==> config.mk <==
export PLATFORM = sky130hd
export DESIGN_NAME = key_event_fsm
export DESIGN_NICKNAME = d
export VERILOG_FILES = /design/src/rtl/key_event_fsm.sv
export SDC_FILE = /design/constraint.sdc
export NUM_CORES = 1
export LEC_CHECK = 0
export BUFFER_PORTS_ARGS = -buffer_cell sky130_fd_sc_hd__buf_2
export CORE_MARGIN = 10
export CORE_UTILIZATION = 44
export DETAILED_ROUTE_END_ITERATION = 7
export MAX_ROUTING_LAYER = met4
export SYNTH_ARGS = -nofsm -noshare
export SYNTH_HDL_FRONTEND = slang
export SYNTH_SLANG_ARGS = --single-unit
==> constraint.sdc <==
create_clock -name sys_clk -period 5.7 [get_ports sys_clk]
set_input_delay 0.285 -clock sys_clk [delete_from_list [all_inputs] [get_ports sys_clk]]
set_output_delay 0.285 -clock sys_clk [all_outputs]
set_load 0.01 [all_outputs]
==> src/rtl/key_event_fsm.sv <==
// key_event_fsm: classifies a debounced key level into short-press, long-press
// and double-click events, each a single-cycle registered pulse.
// Ports:
//   sys_clk      - system clock, rising edge
//   rst          - synchronous active-high reset
//   key_i        - debounced key level
//   short_press  - pulse: single click completed (gap timed out)
//   long_press   - pulse: key held LONG_TIME cycles
//   double_click - pulse: second click released
//   busy         - high whenever the FSM is not idle
//   state_o      - current state encoding (debug)
module key_event_fsm #(
    parameter int unsigned LONG_TIME  = 50_000_000,
    parameter int unsigned DCLICK_GAP = 15_000_000,
    parameter int unsigned CNT_BITS   = 26,
    parameter bit          ACTIVE_LOW = 1'b1
) (
    input  logic       sys_clk,
    input  logic       rst,
    input  logic       key_i,
    output logic       short_press,
    output logic       long_press,
    output logic       double_click,
    output logic       busy,
    output logic [2:0] state_o
);

    localparam logic [CNT_BITS-1:0] LONG_LAST = CNT_BITS'(LONG_TIME - 1);
    localparam logic [CNT_BITS-1:0] GAP_LAST  = CNT_BITS'(DCLICK_GAP - 1);

    typedef enum logic [2:0] {
        IDLE      = 3'd0,
        PRESS1    = 3'd1,
        WAIT2     = 3'd2,
        PRESS2    = 3'd3,
        LONG_HOLD = 3'd4
    } state_t;

    state_t              state;
    state_t              next_state;
    logic [CNT_BITS-1:0] cnt;
    logic                prev;
    logic                pressed;
    logic                press_edge;
    logic                release_edge;
    logic                fire_short;
    logic                fire_long;
    logic                fire_dbl;

    // Normalise polarity and detect edges against the previous sample
    assign pressed      = key_i ^ ACTIVE_LOW;
    assign press_edge   = pressed & ~prev;
    assign release_edge = ~pressed & prev;
    assign state_o      = state;

    // Next-state and pulse decode; edges take priority over timeouts
    always_comb begin
        next_state = state;
        fire_short = 1'b0;
        fire_long  = 1'b0;
        fire_dbl   = 1'b0;
        case (state)
            IDLE: begin
                if (press_edge) next_state = PRESS1;
            end
            PRESS1: begin
                if (release_edge) begin
                    next_state = WAIT2;
                end else if (cnt == LONG_LAST) begin
                    next_state = LONG_HOLD;
                    fire_long  = 1'b1;
                end
            end
            WAIT2: begin
                if (press_edge) begin
                    next_state = PRESS2;
                end else if (cnt == GAP_LAST) begin
                    next_state = IDLE;
                    fire_short = 1'b1;
                end
            end
            PRESS2: begin
                if (release_edge) begin
                    next_state = IDLE;
                    fire_dbl   = 1'b1;
                end
            end
            LONG_HOLD: begin
                if (release_edge) next_state = IDLE;
            end
            default: next_state = IDLE;
        endcase
    end

    // State, counter and registered outputs
    always_ff @(posedge sys_clk) begin
        if (rst) begin
            state        <= IDLE;
            cnt          <= '0;
            prev         <= pressed;  // key held through reset yields no edge
            short_press  <= 1'b0;
            long_press   <= 1'b0;
            double_click <= 1'b0;
            busy         <= 1'b0;
        end else begin
            state        <= next_state;
            prev         <= pressed;
            short_press  <= fire_short;
            long_press   <= fire_long;
            double_click <= fire_dbl;
            busy         <= (next_state != IDLE);
            // Counter only runs while timing a hold or a gap
            if (next_state != state) begin
                cnt <= '0;
            end else if (state == PRESS1 || state == WAIT2) begin
                cnt <= cnt + CNT_BITS'(1);
            end else begin
                cnt <= '0;
            end
        end
    end

endmodule
==> results of run 1 <==
==> metrics by stage <==
stage                       util  hold WS (ps)  area, um2
after floorplan                -         358.4       1668
after global placement    0.4713         446.9       1725
after detailed placement  0.4713         454.4       1725
after CTS                 0.4921         207.3       1802
after global routing      0.4921         212.3       1802
final                     0.4921         210.3       1802
==> worst reg2reg max path, stage by stage (launching register included) <==
cell and delay (ps):
dfxtp_1 350, or4_4 570, nor4b_4 290, a41oi_1 210, nand2_2 430, nor2_1 110
==> metal layers <==
layer,wire length [um],GRT usage,part of all wire
met1,1667,0.1399,0.46
met2,1730,0.1896,0.48
met3,160,0.03057,0.044
met4,53,0.04671,0.015
met5,0,-,0
==> power by group <==
part | internal [W] | leakage, nW | switching (W) | total (W)
clock | 0.0000839 | 0.0383 | 0.0000799 | 0.000164
combinational | 0.00000524 | 0.249 | 0.00000837 | 0.0000136
sequential | 0.000240 | 0.275 | 0.00000332 | 0.000243
==> worst max-delay path by stage <==
stage                        from  cells after the start               endpoint
2_1_floorplan  cnt[11]$_SDFF_PP0_                      5  state_o[2]$_SDFF_PP0_
3_3_place_gp   cnt[11]$_SDFF_PP0_                      5     cnt[24]$_SDFF_PP0_
3_5_place_dp   cnt[11]$_SDFF_PP0_                      5     cnt[16]$_SDFF_PP0_
4_1_cts        cnt[11]$_SDFF_PP0_                      5      cnt[3]$_SDFF_PP0_
5_1_grt        cnt[11]$_SDFF_PP0_                      5     cnt[21]$_SDFF_PP0_
6_report       cnt[11]$_SDFF_PP0_                      5     cnt[16]$_SDFF_PP0_
==> Yosys cell counts, drive strengths merged <==
| library cell | n | area share |
|---|---|---|
| nor2 | 36 | 0.081 |
| dfxtp | 34 | 0.41 |
| xnor2 | 21 | 0.11 |
| nand2 | 12 | 0.029 |
| nand3 | 12 | 0.036 |
| nor3 | 8 | 0.024 |
| nor4 | 7 | 0.026 |
| nand4 | 6 | 0.023 |
| and3 | 5 | 0.019 |
| and4 | 5 | 0.026 |
| buf | 5 | 0.020 |
| inv | 5 | 0.011 |
| clkbuf | 4 | 0.0090 |
| nor4b | 4 | 0.030 |
| xor2 | 3 | 0.016 |
| a2111oi | 2 | 0.022 |
| a41oi | 2 | 0.011 |
| and2 | 2 | 0.0075 |
| mux2 | 2 | 0.016 |
| o21ai | 2 | 0.0060 |
| or2 | 2 | 0.0075 |
| or4 | 2 | 0.011 |
| a21bo | 1 | 0.0060 |
| a31oi | 1 | 0.0038 |
| ha | 1 | 0.0075 |
| maj3 | 1 | 0.0060 |
| nand2b | 1 | 0.0038 |
| nor3b | 1 | 0.0045 |
| o211a | 1 | 0.0060 |
| o21bai | 1 | 0.0045 |
| o311ai | 1 | 0.0053 |
| o32ai | 1 | 0.0053 |
==> state kept, by name, summed over array words and instances, names as in the netlist <==
signal and flops:
long_press 1, busy 1, short_press 1, prev 1, cnt 26, state_o 3
double_click 1
==> cell type report <==
type | instances | area [um2] | share of cell area
tap | 48 | 60.06 | 0.03333
clock buffer | 7 | 76.32 | 0.04236
inverter | 5 | 18.77 | 0.01042
timing repair buffer | 9 | 45.04 | 0.02500
multi-input combinational | 143 | 920.9 | 0.5111
sequential | 34 | 680.7 | 0.3778
==> logic make-up after synthesis <==
| kind of cell | Yosys count |
|---|---|
| xor gates and xnor gates | 24 |
| DFF | 34 |
| buffers and inverters | 14 |
| and+or+nand+nor | 103 |
| muxes | 2 |
| adders and majority gates | 2 |
| AOI/OAI and AO/OA | 12 |
==> results.py, run 1 <==
metrics = {
    "pwr": {
        "ir_worst_vdd_mv": 0.1444,
        "p_total_w": 0.0004203,
        "powerDensity_nw_per_um2": 233.3,
        "leakagePower_nw": 0.5623,
    },
    "critical_path": {
        "cp_slowest_stage_delay_ps": 570,
        "crit_family": "simple AND/OR/NAND/NOR gates",
        "crit_chain": "or4_4, nor4b_4, a41oi_1, nand2_2, nor2_1",
        "r2r-start": "cnt[11]$_SDFF_PP0_",
        "slowest_stage": "or4_4",
        "rrSetupSlack_ps": 3600,
        "critPathCaptureType": "register",
        "rr_worst_depth": 5,
        "cp-start-kind": "register",
        "worstSetupPathType": "register to register",
        "cp_num_buf_inv": 0,
        "worst_ep_arrival_time_ps": 2250,
        "critPathMaxFanout": 25,
        "r2r-end": "cnt[16]$_SDFF_PP0_",
        "required_ps": 5850,
    },
    "place": {
        "pre_cts_slack_ps": 3626,
        "dp_cells": 239,
        "numPortBuffers": 9,
        "place_congestion": 0.8614,
        "hpwlAfterDp_mm": 2.651,
    },
    "global_routing": {
        "grt_antenna_before_repair": 0,
        "grt_pass1_vias": 1274,
        "overflow": 0,
        "grt_max_degree": 26,
        "grt_pass1_wl_mm": 6.120,
        "grt_usage": 0.1189,
    },
    "routing": {
        "ant_nets": 0,
        "dr.first_iter.drc_count": 73,
        "routedWlPerCell_um": 14.68,
        "drt_first_pass_iters": 4,
        "vias": 1348,
        "wl_mm": 3.612,
        "drc_errors": 0,
        "routed_via_density": 5.480,
    },
    "run_status": {
        "status": "complete, no violations",
    },
    "sta": {
        "setup_viol": 0,
        "finalCritPeriodShare": 0.3677,
        "worstMarginPinSlew_ps": 488.5,
        "fin_crit_ps": 2096,
        "hold_viol": 0,
        "finalSetupTns_ps": 0,
        "final.setup.worst_slack_ps": 3604,
        "skew_ps": 3.694,
        "grt_setup_unrepaired": "no",
        "max_freq_ghz": 0.4771,
        "max_slew_margin": 0.6732,
        "maxSlewViolCount": 0,
    },
    "clock_network": {
        "clock_latency_ps": 280,
        "clockBufferDepth": 2,
        "cts_resized": 0,
        "cts_hold_buf": 0,
        "cts_made_buffers": 5,
        "cts.clk_slew.worst_paths_ps": 60,
        "htree_levels": 2,
        "tritoncts": "done",
        "root_buffer": "clkbuf_8",
        "clkSinkCount": 34,
        "post_cts_buffers": 0,
    },
    "finish": {
        "antenna_cells": 0,
        "final_layout_size_suffix_gt1_frac": 0.1162,
        "final_cell_mix": "nor2_1 (36), dfxtp_1 (34), xnor2_1 (21)",
        "fillCellCount": 351,
        "final_common_cell": "nor2_1",
        "area_delta_synth_final_pct": 8.027,
        "nNetsFinal": 202,
        "instances_no_fill": 246,
    },
    "logic_synthesis": {
        "synth_compound_area_frac": 0.06902,
        "synth_top_family_by_area": "simple AND/OR/NAND/NOR gates",
        "ys_seq_area_frac": 0.4081,
        "syn_area_um2": 1668,
        "yosys.area_share.simple": 0.3278,
        "ys_seq_elements": 34,
        "synth_nets": 195,
        "yosysUniqueCellTypes": 38,
        "synth_mux_area_frac": 0.01575,
        "synth-xor-area-share": 0.1260,
        "yosysWarnings": 0,
        "synth_fa_ha_area_frac": 0.01350,
        "syn_avg_cell_area_um2": 8.732,
        "netlist_instances": 191,
    },
    "floorplanning": {
        "dieWidth_um": 81.57,
        "row_count": 22,
        "io_pins": 10,
        "die_h_um": 81.57,
        "initial_core_util": 0.4556,
        "core_area_um2": 3661,
        "die-area_um2": 6653,
    },
    "flow_run": {
        "drv_cap": 0,
    },
    "min_path": {
        "hold_class": "input port to register",
        "hold_depth": 2,
        "worstHoldStart": "rst",
        "hold_path_end": "state_o[2]$_SDFF_PP0_",
    },
}
Power figures use the tool's default switching activity.
==> inputs of run 2 (changes only) <==
- clock period: 5.7 -> 1.9 ns (I/O delays scaled with it)
==> run 2 against run 1 <==
Clock power increased to 3.0 times the previous value. Critical path depth stayed put. Global-route usage hardly changed. Setup slack worse by 3500 ps. Cell count is 3.3% higher. Maximum frequency is 15% higher. Non-clock buffer count up 8. Largest cell class unchanged.
==> results.py, run 2 (synthesized netlist as in run 1, its figures left out) <==
metrics = {
    "floorplanning": {
        "die_h_um": 81.57,
        "initial_core_util": 0.4556,
        "die-area_um2": 6653,
        "dieWidth_um": 81.57,
        "core_area_um2": 3661,
        "io_pins": 10,
        "row_count": 22,
    },
    "place": {
        "place_area_um2": 1798,
        "numPortBuffers": 9,
        "place_congestion": 0.8205,
        "dp_cells": 247,
        "pre_cts_slack_ps": 1.444,
        "hpwlAfterDp_mm": 2.607,
    },
    "clock_network": {
        "htree_levels": 2,
        "clock_latency_ps": 280,
        "cts_made_buffers": 5,
        "clkSinkCount": 34,
        "clockBufferDepth": 2,
        "root_buffer": "clkbuf_8",
        "tritoncts": "done",
        "cts.clk_slew.worst_paths_ps": 70,
    },
    "pwr": {
        "p_total_w": 0.001273,
        "switching_share": 0.2255,
        "intPower_w": 0.0009861,
        "powerDensity_nw_per_um2": 673.4,
        "leakagePower_nw": 0.6157,
        "switchingPower_w": 0.0002871,
        "pwr-share-comb": 0.041,
        "p_seq_frac": 0.570,
        "pwr-share-clk": 0.389,
        "ir_worst_vdd_mv": 0.4764,
    },
    "global_routing": {
        "grt_pass1_wl_mm": 5.934,
        "overflow": 0,
        "grt_usage": 0.1184,
        "grt_antenna_before_repair": 0,
        "grt_pass1_vias": 1258,
        "grt_max_degree": 26,
    },
    "critical_path": {
        "worst_ep_arrival_time_ps": 2000,
        "critPathCaptureType": "register",
        "required_ps": 2090,
        "worstSetupPathType": "register to register",
        "critPathMaxFanout": 2,
        "cp-start-kind": "register",
    },
    "routing": {
        "routedWlPerCell_um": 14.05,
        "wl_mm": 3.568,
        "ant_nets": 0,
        "drt_first_pass_iters": 4,
        "dr.first_iter.drc_count": 77,
        "vias": 1393,
        "drc_errors": 0,
        "routed_via_density": 5.484,
    },
    "sta": {
        "grt_setup_unrepaired": "yes",
        "fin_crit_ps": 1817,
        "hold_viol": 0,
        "final.setup.worst_slack_ps": 82.81,
        "max_slew_margin": 0.7066,
        "skew_ps": 6.425,
        "finalCritPeriodShare": 0.9564,
        "maxSlewViolCount": 0,
        "worstMarginPinSlew_ps": 436.0,
        "setup_viol": 0,
        "max_freq_ghz": 0.5503,
    },
    "finish": {
        "final_common_cell": "nor2_1",
        "largest_register_ffs": 26,
        "ff_latch_area_um2": 681.9,
        "final_cell_mix": "nor2_1 (36), dfxtp_1 (33), xnor2_1 (21)",
        "instances_no_fill": 254,
        "fillCellCount": 355,
        "multi_input_area_um2": 933.4,
        "area_delta_synth_final_pct": 13.35,
        "final_layout_size_suffix_gt1_frac": 0.1748,
        "fin_util": 0.5164,
        "nNetsFinal": 210,
        "fin_area_um2": 1891,
        "antenna_cells": 0,
        "largest_register": "cnt",
    },
    "run_status": {
        "status": "complete, no violations",
    },
    "min_path": {
        "hold_class": "input port to register",
    },
    "flow_run": {
        "drv_cap": 0,
    },
}
[run 2: routing by layer]
layer  global-route usage  part of all wire
met1               0.1392              0.47
met2               0.1817              0.46
met3              0.03712             0.044
met4              0.05190             0.016
met5                    -                 0
[run 2: final timing paths]
check,to,start,cells past startpoint,slack (ps)
hold / removal,state_o[2]$_SDFF_PP0_,rst,2,40
hold reg to reg,cnt[0]$_SDFF_PP0_,cnt[0]$_SDFF_PP0_,1,460
setup / recovery,state_o[2]$_SDFF_PP0_,cnt[9]$_SDFF_PP0_,5,80
setup reg to reg,state_o[2]$_SDFF_PP0_,cnt[9]$_SDFF_PP0_,5,80
[run 2: power groups by stage]
| stage | Clock (W) | Combinational (W) | Sequential [W] |
|---|---|---|---|
| final | 0.000495 | 0.0000520 | 0.000726 |
| after floorplan | 0 | 0.0000356 | 0.000740 |
| after global placement | 0 | 0.0000491 | 0.000742 |
| after detailed placement | 0 | 0.0000509 | 0.000742 |
| after CTS | 0.000513 | 0.0000529 | 0.000726 |
| after global routing | 0.000535 | 0.0000577 | 0.000726 |
[run 2: what timing repair did]
item	4_1_cts	5_1_grt
pin swaps	0	2
buffers inserted	0	0
setup endpoints to repair	1	28
hold buffers	0	0
gates resized for setup	2	2
[run 2: through the flow]
| stage | TNS, ps | hold slack [ps] |
|---|---|---|
| 6_report | 0 | 39.81 |
| 5_1_grt | -23.56 | 32.92 |
| 4_1_cts | 0 | 28.54 |
| 3_5_place_dp | 0 | 321.2 |
| 3_3_place_gp | 0 | 317.2 |
| 2_1_floorplan | 0 | 168.4 |
[run 2: final cells by class]
cell class | instances | share of cell area
inverters | 5 | 0.009927
flip-flops and latches | 34 | 0.3607
repair buffers | 17 | 0.06221
multi-input cells | 143 | 0.4937
clock buffers | 5 | 0.03640
well taps | 48 | 0.03177
clock inverters | 2 | 0.005295
[run 2: critical path, stage by stage, from the launching register on]
cell       delay (ps)
dfxtp_2           330
or4_4             530
nor4b_4           240
nand4_1           150
mux2_4            320
a2111oi_4         170
==> inputs of run 3 (changes only) <==
- clock period: 1.9 -> 2.15 ns (I/O delays scaled with it)
==> run 3 against run 2 <==
Design area fell by 2.8%. Sequential share of layout area rose by 0.99 points. Clock-buffer cell count rose by 2. Sequential power fell by 12%. Die area did not move. Critical path type unchanged. Largest power group unchanged. Highest routed layer unchanged.
==> results.py, run 3 (synthesized netlist as in run 1, its figures left out) <==
metrics = {
    "critical_path": {
        "slowest_stage": "or4_4",
        "worst_ep_arrival_time_ps": 2160,
        "critPathMaxFanout": 19,
        "critPathCaptureType": "register",
        "worstSetupPathType": "register to register",
        "crit_chain": "or4_4, nor4b_4, a41oi_1, nand2_2, buf_12, nor2_1",
        "required_ps": 2320,
        "cp-start-kind": "register",
        "cp_slowest_stage_delay_ps": 570,
    },
    "pwr": {
        "powerDensity_nw_per_um2": 607.9,
        "p_total_w": 0.001117,
        "ir_worst_vdd_mv": 0.4244,
        "leakagePower_nw": 0.5835,
    },
    "routing": {
        "vias": 1380,
        "routed_via_density": 5.542,
        "routedWlPerCell_um": 14.29,
        "dr.first_iter.drc_count": 108,
        "drt_first_pass_iters": 4,
        "wl_mm": 3.558,
        "ant_nets": 0,
        "drc_errors": 0,
    },
    "finish": {
        "largest_register": "cnt",
        "final_common_cell": "nor2_1",
        "antenna_cells": 0,
        "fillCellCount": 350,
        "final_layout_size_suffix_gt1_frac": 0.1294,
        "fin_area_um2": 1837,
        "area_delta_synth_final_pct": 10.13,
        "multi_input_area_um2": 920.9,
        "final_cell_mix": "nor2_1 (36), dfxtp_1 (34), xnor2_1 (21)",
        "instances_no_fill": 249,
        "ff_latch_area_um2": 680.7,
        "nNetsFinal": 205,
        "largest_register_ffs": 26,
    },
    "global_routing": {
        "grt_pass1_vias": 1317,
        "overflow": 0,
        "grt_antenna_before_repair": 0,
        "grt_max_degree": 20,
        "grt_pass1_wl_mm": 6.285,
        "grt_usage": 0.1229,
    },
    "clock_network": {
        "cts_made_buffers": 5,
        "clock_latency_ps": 280,
        "tritoncts": "done",
        "cts_hold_buf": 0,
        "cts.clk_slew.worst_paths_ps": 60,
        "clkSinkCount": 34,
        "clockBufferDepth": 2,
        "htree_levels": 2,
        "post_cts_buffers": 0,
        "cts_resized": 0,
        "root_buffer": "clkbuf_8",
    },
    "place": {
        "numPortBuffers": 9,
        "dp_cells": 242,
        "hpwlAfterDp_mm": 2.635,
        "place_congestion": 0.8664,
        "place_area_um2": 1760,
    },
    "floorplanning": {
        "row_count": 22,
        "initial_core_util": 0.4556,
        "dieWidth_um": 81.57,
        "core_area_um2": 3661,
        "io_pins": 10,
        "die_h_um": 81.57,
        "die-area_um2": 6653,
    },
    "sta": {
        "worstMarginPinSlew_ps": 384.6,
        "max_slew_margin": 0.7412,
        "hold_viol": 0,
        "setup_viol": 0,
        "skew_ps": 3.756,
        "finalSetupTns_ps": 0,
        "fin_crit_ps": 1987,
        "maxSlewViolCount": 0,
        "grt_setup_unrepaired": "no",
        "finalCritPeriodShare": 0.9243,
        "max_freq_ghz": 0.5032,
    },
    "flow_run": {
        "drv_cap": 0,
    },
    "run_status": {
        "status": "complete, no violations",
    },
    "min_path": {
        "hold_class": "input port to register",
    },
}
run 3: cell count changes in the layout (fill, tap and decap cells not counted), sizes merged:
cell / before / now
clkinv: 2 / 0
clkbuf: 5 / 7
buf: 17 / 12
run 3: per-stage QoR:
stage,utilization,setup slack (ps),hold slack [ps]
2_1_floorplan,-,321.1,180.9
3_3_place_gp,0.4809,183.5,329.3
3_5_place_dp,0.4809,152.3,348.7
4_1_cts,0.5017,139.9,48.37
5_1_grt,0.5017,32.39,43.77
6_report,0.5017,162.8,53.23
run 3: critical path: cells and delay by family (launching register included):
| kind | cells | cell delay [ps] |
|---|---|---|
| buf+inv | 1 | 170 |
| simple gates | 4 | 1120 |
| compound gates | 1 | 220 |
| flops | 1 | 350 |
run 3: power breakdown:
| part | total [W] | switching [W] | internal, W | leakage [nW] |
|---|---|---|---|---|
| registers | 0.000641 | 0.00000626 | 0.000635 | 0.275 |
| logic | 0.0000441 | 0.0000259 | 0.0000182 | 0.271 |
| clock network | 0.000431 | 0.000209 | 0.000223 | 0.0383 |
run 3: cell type report:
| class | instances | share of cell area |
|---|---|---|
| Clock buffer | 7 | 0.04155 |
| Inverter | 5 | 0.01022 |
| Multi-Input combinational cell | 143 | 0.5014 |
| Sequential cell | 34 | 0.3706 |
| Tap cell | 48 | 0.03270 |
| Timing Repair Buffer | 12 | 0.04360 |
run 3: per-layer routing:
metal / global-route usage / part of all wire / up-vias / routed length, um
met5: - / 0 / - / 0
met4: 0.04325 / 0.013 / 0 / 48
met3: 0.04367 / 0.060 / 6 / 213
met2: 0.1880 / 0.46 / 29 / 1654
met1: 0.1460 / 0.46 / 658 / 1641
li1: - / - / 687 / -
run 3: final timing paths:
path,startpoint,to,slack [ps],cells after the start
setup / recovery,cnt[11]$_SDFF_PP0_,cnt[7]$_SDFF_PP0_,160,6
hold reg to reg,cnt[0]$_SDFF_PP0_,cnt[0]$_SDFF_PP0_,460,1
setup reg to reg,cnt[11]$_SDFF_PP0_,cnt[7]$_SDFF_PP0_,160,6
hold / removal,rst,state_o[2]$_SDFF_PP0_,50,2
